==> config.mk <==
export PLATFORM = sky130hd
export DESIGN_NAME = serrcv
export DESIGN_NICKNAME = d
export VERILOG_FILES = /design/src/rtl/ser_pkg.sv /design/src/rtl/sync2.sv /design/src/rtl/serrcv.sv
export SDC_FILE = /design/constraint.sdc
export NUM_CORES = 1
export LEC_CHECK = 0
export CAP_MARGIN = 20
export CORE_AREA = 2 2 104 156
export DETAILED_ROUTE_END_ITERATION = 8
export DIE_AREA = 0 0 106 158
export GPL_ROUTABILITY_DRIVEN = 0
export HOLD_SLACK_MARGIN = 0.02
export MAX_ROUTING_LAYER = met4
export SYNTH_ARGS = -nofsm -noshare
export SYNTH_HDL_FRONTEND = slang
export SYNTH_SLANG_ARGS = --single-unit
export TNS_END_PERCENT = 5
==> constraint.sdc <==
create_clock -name clk -period 2.8 [get_ports clk]
set_clock_uncertainty 0.2 [all_clocks]
set_input_delay 0.56 -clock clk [delete_from_list [all_inputs] [get_ports clk]]
set_output_delay 0.56 -clock clk [all_outputs]
set_load 0.05 [all_outputs]
==> src/rtl/ser_pkg.sv <==
// ============================================================================
// Module   : ser_pkg
// Brief    : Shared encodings and constants for the serial line interface.
// Revision : 1.0  initial release
// ============================================================================
`default_nettype none

package ser_pkg;

  typedef logic [1:0] state_t;

  localparam state_t IDLE  = 2'd0;
  localparam state_t START = 2'd1;
  localparam state_t DATA  = 2'd2;
  localparam state_t STOP  = 2'd3;

  localparam logic [15:0] SER_BIT_LEN_DFLT = 16'd5208;
  localparam logic [15:0] SER_BIT_LEN_MIN  = 16'd8;

endpackage

`default_nettype wire

==> src/rtl/sync2.sv <==
// ============================================================================
// Module   : sync2
// Brief    : Parameterised-depth single-bit synchroniser, resets to 1 (idle).
// Revision : 1.0  initial release
// ============================================================================
`default_nettype none

module sync2 #(
  parameter int STAGES = 2
) (
  input  logic clk,
  input  logic rst,
  input  logic d,
  output logic q
);

  logic [STAGES-1:0] r_sync;

  always_ff @(posedge clk or negedge rst) begin
    if (!rst) begin
      r_sync <= '1;
    end else begin
      r_sync <= {r_sync[STAGES-2:0], d};
    end
  end

  assign q = r_sync[STAGES-1];

endmodule

`default_nettype wire

==> src/rtl/serrcv.sv <==
// ============================================================================
// Module   : serrcv
// Brief    : 8N1 serial receiver, mid-bit sampling with programmable bit length.
// Revision : 1.0  initial release
// ============================================================================
`default_nettype none

module serrcv
  import ser_pkg::*;
#(
  parameter int SYNC_STAGES = 2
) (
  input  logic        clk,
  input  logic        rst,
  input  logic [15:0] bit_len,
  input  logic        rxd,
  output logic        strb,
  output logic [7:0]  data,
  output logic        ferr,
  output logic        brk,
  output logic        busy
);

  logic        w_rxs;
  logic        r_rxp;
  state_t      r_state;
  state_t      w_next;
  logic [15:0] r_cnt;
  logic [15:0] r_len;
  logic [2:0]  r_bitn;
  logic [7:0]  r_shreg;
  logic [7:0]  r_data;
  logic        r_ferr;
  logic        r_brk;
  logic        w_start_edge;
  logic        w_cnt_zero;

  sync2 #(
    .STAGES (SYNC_STAGES)
  ) u_sync (
    .clk (clk),
    .rst (rst),
    .d   (rxd),
    .q   (w_rxs)
  );

  // Only a falling edge starts a frame, so a line stuck low cannot retrigger.
  assign w_start_edge = (r_state == IDLE) && r_rxp && !w_rxs;
  assign w_cnt_zero   = (r_cnt == 16'd0);

  always_ff @(posedge clk or negedge rst) begin
    if (!rst) begin
      r_state <= IDLE;
    end else begin
      r_state <= w_next;
    end
  end

  always_comb begin
    w_next = r_state;
    case (r_state)
      IDLE:    if (w_start_edge) w_next = START;
      START:   if (w_cnt_zero) w_next = w_rxs ? IDLE : DATA;
      DATA:    if (w_cnt_zero && (r_bitn == 3'd7)) w_next = STOP;
      STOP:    if (w_cnt_zero) w_next = IDLE;
      default: w_next = IDLE;
    endcase
  end

  always_comb begin
    strb = (r_state == STOP) && w_cnt_zero;
    busy = (r_state != IDLE);
  end

  always_ff @(posedge clk or negedge rst) begin
    if (!rst) begin
      r_rxp   <= 1'b1;
      r_cnt   <= 16'd0;
      r_len   <= 16'd0;
      r_bitn  <= 3'd0;
      r_shreg <= 8'h00;
      r_data  <= 8'h00;
      r_ferr  <= 1'b0;
      r_brk   <= 1'b0;
    end else begin
      r_rxp <= w_rxs;
      case (r_state)
        IDLE: begin
          if (w_start_edge) begin
            r_len <= bit_len;
            r_cnt <= (bit_len >> 1) - 16'd1;
          end
        end
        START: begin
          if (!w_cnt_zero) begin
            r_cnt <= r_cnt - 16'd1;
          end else if (!w_rxs) begin
            r_cnt  <= r_len - 16'd1;
            r_bitn <= 3'd0;
          end
        end
        DATA: begin
          if (!w_cnt_zero) begin
            r_cnt <= r_cnt - 16'd1;
          end else begin
            r_shreg <= {w_rxs, r_shreg[7:1]};
            r_cnt   <= r_len - 16'd1;
            if (r_bitn != 3'd7) r_bitn <= r_bitn + 3'd1;
          end
        end
        STOP: begin
          if (!w_cnt_zero) begin
            r_cnt <= r_cnt - 16'd1;
          end else begin
            r_data <= r_shreg;
            r_ferr <= ~w_rxs;
            r_brk  <= ~w_rxs & (r_shreg == 8'h00);
          end
        end
        default: r_cnt <= 16'd0;
      endcase
    end
  end

  assign data = r_data;
  assign ferr = r_ferr;
  assign brk  = r_brk;

endmodule

`default_nettype wire
==> run_summary.xml <==
<?xml version="1.0" encoding="UTF-8"?>
<metrics>
  <group name="outcome">
    <metric name="status" unit="">finished clean</metric>
  </group>
  <group name="global_route">
    <metric name="grt_remaining_overflow" unit="">0</metric>
    <metric name="grt_start_max_net_pins" unit="">59</metric>
    <metric name="wire_length_of_the_first_global_routing_pass" unit="mm">17.8</metric>
    <metric name="antenna_found_initial" unit="">0</metric>
    <metric name="grt_util_all_layers" unit="%">13.9</metric>
    <metric name="number_of_global_route_vias_before_repair" unit="">3520</metric>
  </group>
  <group name="layout">
    <metric name="multi_input_area" unit="µm²">2210</metric>
    <metric name="area_growth_syn_to_layout" unit="%">30.5</metric>
    <metric name="finish.cell_count_without_fillers" unit="">664</metric>
    <metric name="final_core_occ" unit="%">32.0</metric>
    <metric name="design_area" unit="µm²">4960</metric>
    <metric name="antenna_cells" unit="">0</metric>
    <metric name="final_layout_size_suffix_gt1_share" unit="%">25.6</metric>
    <metric name="nNetsFinal" unit="">486</metric>
    <metric name="fillers" unit="">1576</metric>
    <metric name="seq_area" unit="µm²">1460</metric>
  </group>
  <group name="worst_setup_path">
    <metric name="crit_path_end_kind" unit="">output pin</metric>
    <metric name="critPathSlowestCell" unit="">sky130_fd_sc_hd__or3_1</metric>
    <metric name="worstPathCellList" unit="">or3_1 -&gt; nor4b_4 -&gt; nand3_2 -&gt; inv_4 -&gt; buf_12</metric>
    <metric name="arrival" unit="ps">2030</metric>
    <metric name="cp_data_required_time" unit="ps">2040</metric>
    <metric name="critical_path.reg2reg.endpoint" unit="">r_bitn[0]</metric>
    <metric name="slowest_delay" unit="ps">490</metric>
    <metric name="reg2reg_depth" unit="">7</metric>
    <metric name="r2r_start" unit="">r_cnt[5]</metric>
    <metric name="critPathLaunch" unit="">r_cnt[5]</metric>
    <metric name="critical_path_peak_fanout" unit="">6</metric>
    <metric name="criticalPathCategory" unit="">reg -&gt; out</metric>
    <metric name="rrSetupSlack" unit="ps">140</metric>
    <metric name="worst_setup_path_start_kind" unit="">flip-flop</metric>
    <metric name="worst_setup_path_endpoint" unit="">strb</metric>
  </group>
  <group name="placed_design">
    <metric name="placement.io_buffers" unit="">30</metric>
    <metric name="dpl-instance-area" unit="µm²">4580</metric>
    <metric name="detailed_place_hpwl" unit="mm">7.94</metric>
    <metric name="dpl.cell_count" unit="">647</metric>
  </group>
  <group name="floorplanning">
    <metric name="die_height" unit="µm">158</metric>
    <metric name="starting_utilization_of_the_core_area" unit="%">24.5</metric>
    <metric name="i_o_pin_count" unit="">31</metric>
    <metric name="fp.dieArea" unit="µm²">16700</metric>
    <metric name="rows" unit="">56</metric>
    <metric name="placeableCoreArea" unit="µm²">15500</metric>
    <metric name="chipWidth" unit="µm">106</metric>
  </group>
  <group name="power">
    <metric name="power-per-cell-area" unit="nW/µm²">958</metric>
    <metric name="share_seq_of_total_power" unit="%">29.4</metric>
    <metric name="leakage_dissipation" unit="nW">2.01</metric>
    <metric name="combinationalPowerShare" unit="%">44.8</metric>
    <metric name="internal-power" unit="W">0.00287</metric>
    <metric name="p_sw_share" unit="%">39.5</metric>
    <metric name="switching_power" unit="W">0.00188</metric>
    <metric name="ir_worst_vdd" unit="mV">0.423</metric>
    <metric name="power_frac_clock" unit="%">25.8</metric>
  </group>
  <group name="route">
    <metric name="residual_antenna_violating_net_count_after_detailed_routing" unit="">0</metric>
    <metric name="drt_first_pass_iters" unit="">4</metric>
    <metric name="vias" unit="">3395</metric>
    <metric name="first_iter_violations" unit="">223</metric>
    <metric name="routed_wirelength" unit="mm">10.7</metric>
    <metric name="drcViolationCount" unit="">0</metric>
    <metric name="avgViaCountPerCell" unit="">5.11</metric>
    <metric name="wl_per_cell" unit="µm">16.1</metric>
  </group>
  <group name="synth">
    <metric name="syn_area_per_cell" unit="µm²">9.57</metric>
    <metric name="yosysWarningCount" unit="">0</metric>
    <metric name="yosys_most_used_dff" unit="">sky130_fd_sc_hd__dfrtp_1</metric>
    <metric name="post-synth-top-count-cell" unit="">sky130_fd_sc_hd__dfrtp_1</metric>
    <metric name="most_frequent_cells_after_synthesis" unit="">sky130_fd_sc_hd__dfrtp_1, sky130_fd_sc_hd__mux2_2, sky130_fd_sc_hd__nand2_1, sky130_fd_sc_hd__nor2_1, sky130_fd_sc_hd__a21oi_1</metric>
    <metric name="synth.top_cells.by_area" unit="">sky130_fd_sc_hd__dfrtp_1, sky130_fd_sc_hd__mux2_2, sky130_fd_sc_hd__ha_1</metric>
    <metric name="synth_area_leader_cell" unit="">sky130_fd_sc_hd__dfrtp_1</metric>
    <metric name="synthesis.instances" unit="">397</metric>
    <metric name="synth-edff-count" unit="">0</metric>
    <metric name="ys_seq_area_share" unit="%">38.3</metric>
    <metric name="synthesis.nets" unit="">427</metric>
    <metric name="synthDistinctLibCells" unit="">57</metric>
    <metric name="async_reset_ff_share" unit="%">100</metric>
    <metric name="synth.top_cell.area_share" unit="%">36.2</metric>
    <metric name="postSynthRegisterBits" unit="">58</metric>
    <metric name="post_synth_instance_area" unit="µm²">3800</metric>
  </group>
  <group name="clock_network">
    <metric name="tritoncts.num_buffers" unit="">9</metric>
    <metric name="clock-root-buffer" unit="">sky130_fd_sc_hd__clkbuf_16</metric>
    <metric name="cts_htree_levels" unit="">3</metric>
    <metric name="path_clk_slew" unit="ps">50</metric>
    <metric name="cts_hold_repair.buffers" unit="">0</metric>
    <metric name="clockBufferDepth" unit="">2</metric>
    <metric name="cts_tree" unit="">built</metric>
    <metric name="clock_insertion_delay_worst_skew" unit="ps">330</metric>
    <metric name="tritoncts_num_sinks" unit="">58</metric>
  </group>
  <group name="sta">
    <metric name="grt_setup_unrepaired" unit="">yes</metric>
    <metric name="setup_viol_count_final" unit="">0</metric>
    <metric name="period_share" unit="%">99.6</metric>
    <metric name="totalNegativeSetupSlack" unit="ps">0</metric>
    <metric name="whs" unit="ps">28.2</metric>
    <metric name="worstMarginPinSlew" unit="ps">572</metric>
    <metric name="final-hold-violation-count" unit="">0</metric>
    <metric name="finalWorstPathRequiredPeriod" unit="ps">2790</metric>
    <metric name="fmax" unit="MHz">359</metric>
    <metric name="finalMaxSlewViolations" unit="">0</metric>
    <metric name="timing.max_slew.rel_slack" unit="%">61.5</metric>
  </group>
  <group name="min_path">
    <metric name="hold_path_class" unit="">in -&gt; async</metric>
  </group>
  <group name="job">
    <metric name="cap_viol_max_count" unit="">0</metric>
  </group>
</metrics>
-- worst max-delay path: cells and delay by family, from the launching register on --
family	cells	cell delay, ps
flip-flops	1	440
AND/OR/NAND/NOR	3	1030
buffers and inverters	2	220
-- registers in the layout (all words and copies together) (netlist names), named ones only --
| name | cells |
|---|---|
| r_cnt | 16 |
| r_len | 16 |
| data | 8 |
| r_shreg | 8 |
| r_rxp | 1 |
| r_bitn | 3 |
| ferr | 1 |
| u_sync.r_sync | 2 |
| brk | 1 |
| r_state | 1 |
-- layout make-up --
class / instances / share of cell area [%]
multi-input cells: 298 / 44.5
flip-flops and latches: 58 / 29.4
repair buffers: 72 / 13.0
clock buffers: 12 / 5.17
well taps: 203 / 5.12
clock inverters: 4 / 1.49
inverters: 17 / 1.34
-- kinds of logic after synthesis --
group / Yosys count / share of synthesized area [%]
AO/OA/AOI/OAI: 92 / 16.8
XOR/XNOR: 26 / 5.99
adder cells (fa/ha/maj): 11 / 3.62
buffers and inverters: 41 / 4.51
flip-flops: 58 / 38.3
multiplexers: 37 / 10.8
AND/OR/NAND/NOR: 132 / 20.1
-- layer usage --
layer / track usage (%) / wire length, µm
met5: - / 0
met4: 9.21 / 517
met3: 2.18 / 344
met2: 24.0 / 5610
met1: 14.8 / 4230
-- power by group through the flow --
stage	sequential, W	combinational [W]	clock [W]
6_report	0.00140	0.00213	0.00123
5_1_grt	0.00144	0.00234	0.00128
4_1_cts	0.00138	0.00208	0.00125
3_5_place_dp	0.00139	0.00207	0
3_3_place_gp	0.00138	0.00201	0
2_1_floorplan	0.00131	0.00150	0
-- per-stage QoR --
stage                     setup slack, ps  total power (W)
after floorplan                      24.0          0.00281
final                                11.5          0.00475
after detailed placement             -195          0.00346
after CTS                            2.55          0.00471
after global placement               -149          0.00339
after global routing                -35.7          0.00506
-- placed cells by master, fill, tap and decap left out, drive strengths merged, types with 11 or more instances in the layout --
cell type | synthesis | final
nor4 | 14 | 14
buf | 5 | 45
xor2 | 13 | 13
ha | 11 | 11
o21ai | 17 | 17
dfrtp | 55 | 55
or3 | 12 | 12
inv | 17 | 17
xnor2 | 13 | 13
clkbuf | 19 | 12
clkdlybuf4s50 | 0 | 27
nor2 | 24 | 24
a21oi | 20 | 20
mux2 | 31 | 31
nand2 | 24 | 24
nor3 | 12 | 12
o211ai | 12 | 12
-- worst min path at each step --
stage | slack [ps] | cells past startpoint | startpoint | to
after floorplan | 60 | 0 | rst | async pin
after global placement | 150 | 0 | u_sync.r_sync[0] | u_sync.r_sync[1]
after detailed placement | 150 | 0 | u_sync.r_sync[0] | u_sync.r_sync[1]
after CTS | 50 | 2 | rst | r_shreg[7]
after global routing | 60 | 2 | rst | data[0]
final | 30 | 2 | rst | data[3]
-- timing repair --
action                                  CTS  global route
setup buffers                             1             0
pin swaps                                 2             0
hold endpoints to repair                  0             0
gates resized for setup                   2             6
endpoints found under the setup margin    1             5
(Power assumes the default switching activity.)
